## src/rtl/frame_rx_pkg.sv

```systemverilog
// Shared definitions for the serial frame receiver.
// Holds the state encoding and a width helper used by the RTL.
package frame_rx_pkg;

    // One bit covers both states, so every encoding is legal.
    typedef enum logic {
        ST_HUNT    = 1'b0,
        ST_PAYLOAD = 1'b1
    } state_t;

    // $clog2 with a floor of one bit, so small counts still get a usable width.
    function automatic int clog2Min1(input int n);
        return (n <= 2) ? 1 : $clog2(n);
    endfunction

endpackage

```

## src/rtl/pattern_matcher.sv

```systemverilog
// Header hunter: keeps the last PATTERN_W-1 bits and compares them,
// plus the incoming bit, against PATTERN.
// Ports: clk, rst (async, high), en (shift strobe), clr (sync clear),
//        bit_in (serial bit), match (combinational header hit).
module pattern_matcher
    import frame_rx_pkg::*;
#(
    parameter int                   PATTERN_W = 5,
    parameter logic [PATTERN_W-1:0] PATTERN   = 5'b11010
) (
    input  logic clk,
    input  logic rst,
    input  logic en,
    input  logic clr,
    input  logic bit_in,
    output logic match
);

    if (PATTERN_W == 1) begin : gSingle
        // No history needed: the header is the current bit alone.
        assign match = (bit_in == PATTERN[0]);
    end else begin : gMulti
        localparam int HW = PATTERN_W - 1;
        localparam int FW = clog2Min1(PATTERN_W);
        localparam logic [FW-1:0] FILL_FULL = FW'(HW);

        logic [HW-1:0]        hist;
        logic [FW-1:0]        fill;
        logic [PATTERN_W-1:0] window;

        assign window = {hist, bit_in};

        always_ff @(posedge clk or posedge rst) begin
            if (rst) begin
                hist <= '0;
                fill <= '0;
            end else if (clr) begin
                hist <= '0;
                fill <= '0;
            end else if (en) begin
                hist <= window[HW-1:0];
                if (fill != FILL_FULL) begin
                    fill <= fill + 1'b1;
                end
            end
        end

        // Fill gate stops the cleared history from faking leading zeros.
        assign match = (window == PATTERN) && (fill == FILL_FULL);
    end

endmodule

```

## src/rtl/param_frame_receiver.sv

```systemverilog
// Serial frame receiver: hunts a header, streams a fixed-length payload,
// deserialises it into word_out and counts completed frames.
// Ports: clk, rst (async, high), clk_en (sample strobe), ser_in, abort;
//        ser_out, ser_out_valid, bit_idx, word_out, word_valid,
//        frame_cnt, hunting.
module param_frame_receiver
    import frame_rx_pkg::*;
#(
    parameter int                   PATTERN_W   = 5,
    parameter logic [PATTERN_W-1:0] PATTERN     = 5'b11010,
    parameter int                   PAYLOAD_LEN = 10,
    parameter int                   FRAME_CNT_W = 8,
    localparam int                  CNT_W       = clog2Min1(PAYLOAD_LEN)
) (
    input  logic                   clk,
    input  logic                   rst,
    input  logic                   clk_en,
    input  logic                   ser_in,
    input  logic                   abort,
    output logic                   ser_out,
    output logic                   ser_out_valid,
    output logic [CNT_W-1:0]       bit_idx,
    output logic [PAYLOAD_LEN-1:0] word_out,
    output logic                   word_valid,
    output logic [FRAME_CNT_W-1:0] frame_cnt,
    output logic                   hunting
);

    localparam logic [CNT_W-1:0] LAST_IDX = CNT_W'(PAYLOAD_LEN - 1);

    state_t                   stateQ;
    state_t                   stateD;
    logic                     match;
    logic                     hmEn;
    logic                     hmClr;
    logic                     complete;
    logic                     shiftEn;
    logic                     lastBit;
    logic [PAYLOAD_LEN-1:0]   payloadNext;

    pattern_matcher #(
        .PATTERN_W (PATTERN_W),
        .PATTERN   (PATTERN)
    ) uMatcher (
        .clk    (clk),
        .rst    (rst),
        .en     (hmEn),
        .clr    (hmClr),
        .bit_in (ser_in),
        .match  (match)
    );

    assign lastBit = (bit_idx == LAST_IDX);

    always_comb begin
        stateD   = stateQ;
        hmEn     = 1'b0;
        hmClr    = 1'b0;
        complete = 1'b0;
        shiftEn  = 1'b0;
        if (clk_en) begin
            if (abort) begin
                // Abort wins over both a header hit and a completion.
                stateD = ST_HUNT;
                hmClr  = 1'b1;
            end else begin
                unique case (stateQ)
                    ST_HUNT: begin
                        hmEn = 1'b1;
                        if (match) begin
                            stateD = ST_PAYLOAD;
                        end
                    end
                    ST_PAYLOAD: begin
                        shiftEn = 1'b1;
                        if (lastBit) begin
                            complete = 1'b1;
                            hmClr    = 1'b1;
                            stateD   = ST_HUNT;
                        end
                    end
                endcase
            end
        end
    end

    // The register keeps only PAYLOAD_LEN-1 bits; the newest bit
    // comes straight from ser_in when the word completes.
    if (PAYLOAD_LEN == 1) begin : gOneBit
        assign payloadNext = ser_in;
    end else begin : gShift
        logic [PAYLOAD_LEN-2:0] payloadSr;

        always_ff @(posedge clk or posedge rst) begin
            if (rst) begin
                payloadSr <= '0;
            end else if (shiftEn) begin
                payloadSr <= payloadNext[PAYLOAD_LEN-2:0];
            end
        end

        assign payloadNext = {payloadSr, ser_in};
    end

    always_ff @(posedge clk or posedge rst) begin
        if (rst) begin
            stateQ     <= ST_HUNT;
            bit_idx    <= '0;
            word_out   <= '0;
            word_valid <= 1'b0;
            frame_cnt  <= '0;
        end else begin
            stateQ     <= stateD;
            // Pulse clears on every edge, enabled or not.
            word_valid <= complete;
            if (clk_en) begin
                if (abort || complete) begin
                    bit_idx <= '0;
                end else if (shiftEn) begin
                    bit_idx <= bit_idx + 1'b1;
                end
                if (complete) begin
                    word_out  <= payloadNext;
                    frame_cnt <= frame_cnt + 1'b1;
                end
            end
        end
    end

    assign ser_out       = ser_in;
    assign ser_out_valid = (stateQ == ST_PAYLOAD);
    assign hunting       = (stateQ == ST_HUNT);

endmodule

```

## config.mk

```make
export PLATFORM = sky130hd
export DESIGN_NAME = param_frame_receiver
export DESIGN_NICKNAME = d
export VERILOG_FILES = /design/src/rtl/frame_rx_pkg.sv /design/src/rtl/pattern_matcher.sv /design/src/rtl/param_frame_receiver.sv
export SDC_FILE = /design/constraint.sdc
export NUM_CORES = 1
export LEC_CHECK = 0
export CORE_UTILIZATION = 52
export DETAILED_ROUTE_END_ITERATION = 10
export GPL_ROUTABILITY_DRIVEN = 0
export PLACE_DENSITY = 0.87
export SLEW_MARGIN = 20
export SYNTH_ARGS = -nofsm -noshare
export SYNTH_HDL_FRONTEND = slang
export SYNTH_HIERARCHICAL = 1
export SYNTH_SLANG_ARGS = --single-unit
```

## constraint.sdc

```tcl
create_clock -name clk -period 1.95 [get_ports clk]
set_clock_uncertainty 0.05 [all_clocks]
set_input_delay 0.585 -clock clk [delete_from_list [all_inputs] [get_ports clk]]
set_output_delay 0.585 -clock clk [all_outputs]
set_load 0.02 [all_outputs]
```

# Word-level counts from Yosys, hierarchy flattened
# Cells that the tools add are included.
# totals
memories	0
ram_bits	0
reg_bits	40
romBits	0
in_bits	5
wordCells	47
latch_bits	0
out_inout_bits	26
# classes
n_bitwise	1
n_mux	23
n_reduce_logical	8
n_lt_le_gt_ge	0
n_addsub	3
shifts	0
n_mul	0
n_div	0
eq_ne	4
# op_table
cell	count
two-way mux 4 bit	4
two-way mux 1 bit	15
two-way mux 3 bit	3
adder 8 x 1 -> 8 bit (second input constant)	1
AND reduction 2 bit	3
nonzero test 2 bit	3
equality test 5 bit (second input constant)	1
adder 4 x 1 -> 4 bit (second input constant)	1
equality test 4 bit (second input constant)	1
adder 3 x 1 -> 3 bit (second input constant)	1
equality test 3 bit (second input constant)	1
inequality test 3 bit (second input constant)	1
case mux 1 bit (2 select lines)	1
logical AND 1 bit	1
logical OR 1 bit	1
NOT 1 bit	1

# Logic depth before layout (Yosys ltp)
# Gate-level depths: netlist (run 1).
# logic_depth
word_depth	8
ltp_mapped	8
depth_no_buf	7

# By module
# The synthesis (run 1) kept the hierarchy.
# modules_own_cells
module	area_each_um2	cells_each	seq_area_each_um2	n_inst
param_frame_receiver	1442.6	110	825.8	1
pattern_matcher	387.9	34	175.2	1

# Worst setup path before layout (run 1)
# Ideal clock, no wire load.
# synth_timing
path_type	flip-flop to flip-flop
start	register bit_idx[0]
end	register uMatcher.gMulti.fill[0]
stages_incl_launch_ff	8
period_less_slack_ns	1.829
arrival_ns	1.654
t_required_ns	1.775
setup_slack_ns	0.121
setup_ns	0.125
path_buffers	1
path_cell_list	dfrtp_1 -> ha_1 -> and3b_1 -> a21oi_1 -> nor2_1 -> buf_4 -> and2b_1 -> mux2_4
# synth_via
elab_chain_len	7
elab_cells_between_ends	9
cone_classes	1 x eq/ne; 5 x mux; 3 x reduce/logical
# synth_rtl
item	line_no	rtl
start: declaration	param_frame_receiver.sv:22	output logic [CNT_W-1:0] bit_idx,
start signal: assignment	param_frame_receiver.sv:120	bit_idx <= bit_idx + 1'b1;
equality test 4 bit *	param_frame_receiver.sv:53	assign lastBit = (bit_idx == LAST_IDX);
two-way mux 1 bit *	param_frame_receiver.sv:76	if (lastBit) begin
two-way mux 1 bit *	param_frame_receiver.sv:67	unique case (stateQ)
two-way mux 1 bit *	param_frame_receiver.sv:62	if (abort) begin
two-way mux 1 bit *	param_frame_receiver.sv:61	if (clk_en) begin
via hmClr	param_frame_receiver.sv:35	logic hmClr;
nonzero test 2 bit (no line)	-	
AND reduction 2 bit (no line)	-	
end signal: assignment	pattern_matcher.sv:43	fill <= fill + 1'b1;
end: declaration	pattern_matcher.sv:28	logic [FW-1:0] fill;
# The timed path passes the listed nets; every way through them passes the cells marked *.
# A chain may end at the register's enable or synchronous reset.

# Worst setup path in the final report (run 1)
# layout_timing
start	input port ser_in
end	output port ser_out
# layout_lines
item	line_no	rtl
start: declaration	param_frame_receiver.sv:18	input logic ser_in,
end: declaration	param_frame_receiver.sv:20	output logic ser_out,
# No word-level cell between the ends.

==> metrics, run 1 <==
status complete, no violations; Max Cap Violations 0; Num CTS Buffers 5; Synth top area share 0.547; Yosys cell types 33; synthesized flop and latch total 40; share of layout cells above drive strength 1 0.267; GRT Util Overall 0.208; Final Setup Violations 0; RSZ-0062 raised after global routing false; worst skew pair latency 0.35 ns; number of flops mapped to enable cells by yosys 0; Buf/Inv on CP 2; Starting Density 0.544; DIE WIDTH 61.3 um; count leader, synth dfrtp_1; hpwl dp 2.61 mm; Mean Syn Cell Area 12.7 um^2; vias in the first global route 1,284; CP Launch Type input port; core area 3360 um^2; Pleak 1.28 nW; Avg WL per Cell 14.7 um; CTS sink count 40; ys flop type dfrtp_1; clock-pin slew on the worst setup and hold paths 0.12 ns; fillcell total 280; Die Height 61.3 um; cells after synthesis 144; final instance area 2310 um^2; Non-Filler Instances 237; WP data required 1.31 ns; Synth-to-Final Area Change 26.3%; num ports 31; H-Tree Depth 2; root buffer cell clkbuf_4; Slew @ Worst Pin 0.359 ns; Synth area leader dfrtp_1; CP cell instances clkdlybuf4s50_1 > buf_2; sequential cell area fraction in the yosys report 0.547; post-placement cell area 2290 um^2; Crit path largest cell delay 0.48 ns; quantity of hold-fixing buffers added after cts 0; CTS tree done; multi-input logic area 738 um^2; clock buffer depth 2; syn_nets 154; Setup CP Type in2out; Slew HR 0.758; die footprint 3760 um^2; Fmax 0.538 GHz; first-pass GRT wire length 5.54 mm; Worst path slowest cell clkdlybuf4s50_1; Yosys warning count 6; PD cells 613 nW/um^2; WHS Path Cells 1; Reg area 1000 um^2; global route overflow 0; delay-heaviest family, CP buffers and inverters; Synth top cells by count dfrtp_1 (40), mux2_2 (20), inv_1 (9); initial antenna violation count 0; # diodes 0; Worst Setup End Kind primary output; number of vias per cell 5.28; Area contributors post-synth dfrtp_1 (55%), mux2_2 (12%), ha_1 (3.4%); r2r setup slk 0.18 ns; maximum VDD drop 0.397 mV; sink of the worst hold path frame_cnt[7]; Core Rows 21; pin count of the biggest net entering global routing 23; vias 1,252; final period utilization 0.954; Pre-Repair DR Iteration Count 4; Netlist Area Pre-Place 1830 um^2; final antenna-violating net count 0; R2R depth 8; total wire length 3.47 mm; asr flop ratio synth 1.00; critical path peak fanout 2; worst r2r src bit_idx[1]; Worst Hold Class reg2reg; FF-to-FF End uMatcher/gMulti.fill[0]; Period minus WS final 1.86 ns; port bufs 30; final hold vios 0; Final nets 200; Critical Path AT 1.23 ns; DRC 0; detailed router's first-iteration violation count 40; post-placement cell count 229; hold_sp frame_cnt[7]; Final Max Slew Viols 0
cell usage in the layout, fill, tap and decap left out, drive strengths merged, types with 2 or more instances in the layout:
master         Yosys  final
mux2              21     21
o31ai              2      2
nand2              6      6
dfrtp             40     40
nor2               7      7
inv                9      9
nand4              2      2
clkbuf             0      5
nor3               4      4
ha                 5      5
nand3              4      4
a21oi              4      4
clkdlybuf4s50      0      4
nor4               4      4
nand3b             2      2
xor2               7      7
mux2i              5      5
dlygate4sd2        0     24
o21ai              3      3
nand2b             2      2
clkinv             0      3
buf                7     17
worst max path at each step:
stage,slack (ns),endpoint,from,cells after the start
floorplan,0.12,uMatcher/gMulti.fill[0],bit_idx[0],7
global placement,-0.35,ser_out,ser_in,2
detailed placement,-0.35,ser_out,ser_in,2
CTS,0.002,word_valid,word_valid,1
global route,0.04,uMatcher/gMulti.fill[0],bit_idx[1],8
finish,0.09,ser_out,ser_in,2
state kept, by name (all words and copies together) (netlist names):
name,count
uMatcher/gMulti.fill,3
word_valid,1
bit_idx,4
uMatcher/gMulti.hist,4
frame_cnt,8
word_out,10
ser_out_valid,1
gShift.payloadSr,9
layout make-up:
type                    count  share of cell area
multi-input cells          88               0.319
inverters                   9              0.0146
flip-flops and latches     40               0.433
clock inverters             3             0.00812
repair buffers             46               0.184
clock buffers               5              0.0162
well taps                  46              0.0249
routing by layer:
layer	part of all wire	up-vias	routed length (um)	track usage
met4	0.015	0	53	0.0825
met5	0	-	0	0
li1	-	596	-	-
met2	0.54	30	1870	0.380
met3	0.038	7	131	0.0567
met1	0.41	619	1410	0.228
kinds of logic (layout without fill, tap and decap cells):
logic type,count (synthesis),after routing,share of synthesized area
xor gates and xnor gates,7,7,0.0335
AOI/OAI and AO/OA,13,13,0.0519
adders and majority gates,5,5,0.0342
buffers and inverters,16,63,0.0506
DFF,40,40,0.547
and+or+nand+nor,37,37,0.124
muxes,26,26,0.159
stage by stage:
step	util	TNS, ns	worst slack, ns	total power, mW	hold slack [ns]
3_3_place_gp	0.680	-5.26	-0.349	1.02	0.407
5_1_grt	0.688	0	0.0399	1.49	0.443
6_report	0.688	0	0.0899	1.42	0.419
2_1_floorplan	-	0	0.121	0.975	0.338
4_1_cts	0.686	0	0.00198	1.44	0.424
3_5_place_dp	0.680	-6.28	-0.352	1.03	0.409
report_power, final:
group | total (mW) | internal [mW] | switching (mW)
registers | 0.871 | 0.849 | 0.0215
logic | 0.138 | 0.0632 | 0.0746
clock network | 0.408 | 0.138 | 0.270
total | 1.42 | 1.05 | 0.366
what timing repair did:
item,4_1_cts,5_1_grt
endpoints found under the setup margin,25,2
gates resized for setup,28,2
buffers inserted,0,0
(Power assumes the default switching activity.)
==> run 2: changes to the inputs <==
--- a/config.mk
+++ b/config.mk
@@ -5,6 +5,7 @@
 export SDC_FILE = /design/constraint.sdc
 export NUM_CORES = 1
 export LEC_CHECK = 0
+export CORE_ASPECT_RATIO = 0.9
 export CORE_UTILIZATION = 52
 export DETAILED_ROUTE_END_ITERATION = 10
 export GPL_ROUTABILITY_DRIVEN = 0
==> metrics, run 2 (synthesis results as in run 1) <==
status complete, no violations; post-placement cell area 2260 um^2; CTS tree done; worst r2r src bit_idx[1]; post-placement cell count 225; Buf/Inv on CP 1; Die Height 58.3 um; total wire length 3.60 mm; num ports 31; final hold vios 0; Starting Density 0.542; H-Tree Depth 2; hold_sp frame_cnt[7]; Max Cap Violations 0; Period minus WS final 1.90 ns; port bufs 30; GRT Util Overall 0.217; Final nets 198; # diodes 0; DRC 0; Worst Hold Slack 0.427 ns; Final Core Density 0.701; Slew @ Worst Pin 0.408 ns; most frequent cells in the layout dfrtp_1 (40), mux2_2 (20), clkdlybuf4s50_1 (17); worst skew pair latency 0.29 ns; hpwl dp 2.65 mm; pin count of the biggest net entering global routing 34; Fmax 0.526 GHz; Core Rows 20; Worst Hold Class reg2reg; Pleak 1.23 nW; Worst Setup End Kind primary output; clock buffer depth 2; number of vias per cell 5.65; CP cell instances clkdlybuf4s50_1; clock-pin slew on the worst setup and hold paths 0.07 ns; CP Launch Type register; final period utilization 0.976; number of setup buffers added after CTS 0; Num CTS Buffers 5; Non-Filler Instances 233; Critical Path AT 1.27 ns; Setup CP Type reg2out; commonest non-fill, non-tap cell in the layout dfrtp_1; max reg flops 10; WP data required 1.31 ns; die footprint 3760 um^2; Synth-to-Final Area Change 29.4%; Final Setup Violations 0; Slew HR 0.728; initial antenna violation count 0; first-pass GRT wire length 6.02 mm; Avg WL per Cell 15.5 um; vias 1,317; global route overflow 0; fillcell total 256; RSZ-0062 raised after global routing false; Final Max Slew Viols 0; Pre-Repair DR Iteration Count 4; Worst path slowest cell clkdlybuf4s50_1; Crit. Startpoint frame_cnt[7]; root buffer cell clkbuf_8; final instance area 2370 um^2; CTS sink count 40; DIE WIDTH 64.5 um; Crit path largest cell delay 0.61 ns; PD cells 735 nW/um^2; detailed router's first-iteration violation count 103; vias in the first global route 1,325; final antenna-violating net count 0; core area 3380 um^2; maximum VDD drop 0.493 mV; share of layout cells above drive strength 1 0.259; delay-heaviest family, CP buffers and inverters; Largest Register word_out; critical path peak fanout 2; biggest regs word_out: 10 flops, gShift.payloadSr: 9 flops, frame_cnt: 8 flops; Final TNS setup 0 ns
-- run 2: changes by cell type in the layout (fill, tap and decap cells not counted), sizes merged --
cell	previous run	this run
clkinv	3	0
bufinv	0	1
dlygate4sd2	24	11
buf	17	15
clkdlybuf4s50	4	17
clkbuf	5	7
-- run 2: final cells by class --
type	instances	area [um^2]	area share
multi-input combinational	88	738	0.312
clock inverter	1	30.0	0.0127
tap	44	55.1	0.0232
inverter	9	33.8	0.0143
clock buffer	7	96.3	0.0407
timing repair buffer	44	414	0.175
sequential	40	1000	0.423
-- run 2: repair_timing --
action / 4_1_cts / 5_1_grt
hold buffers: 0 / 0
setup endpoints to repair: 12 / 2
resized for setup: 15 / 2
-- run 2: layer usage --
layer | vias to the layer above | part of all wire | GRT usage
li1 | 595 | - | -
met1 | 658 | 0.39 | 0.250
met2 | 50 | 0.52 | 0.371
met3 | 14 | 0.054 | 0.0531
met4 | 0 | 0.027 | 0.124
met5 | - | 0 | 0
-- run 2: per-stage QoR --
| stage | setup WS (ns) | power (mW) |
|---|---|---|
| 2_1_floorplan | 0.121 | 0.975 |
| 3_3_place_gp | -0.376 | 1.01 |
| 3_5_place_dp | -0.377 | 1.03 |
| 4_1_cts | 0.00168 | 1.76 |
| 5_1_grt | 0.00816 | 1.81 |
| 6_report | 0.0476 | 1.74 |
-- run 2: report_power, final --
group | total, mW | leakage [nW] | switching [mW] | internal (mW)
registers | 0.871 | 0.555 | 0.0214 | 0.849
logic | 0.137 | 0.610 | 0.0758 | 0.0612
clock network | 0.734 | 0.0645 | 0.283 | 0.451
-- run 2: path summary, 6_finish.rpt --
check                      depth (start not counted)                      end  slack [ns]
max                                                1             frame_cnt[7]        0.05
max in group asynchronous                          3              word_out[6]        0.89
min                                                1             frame_cnt[7]        0.43
min reg2reg                                        1             frame_cnt[7]        0.43
min in group asynchronous                          2  uMatcher/gMulti.fill[0]        0.50
max reg2reg                                        8  uMatcher/gMulti.fill[0]        0.16
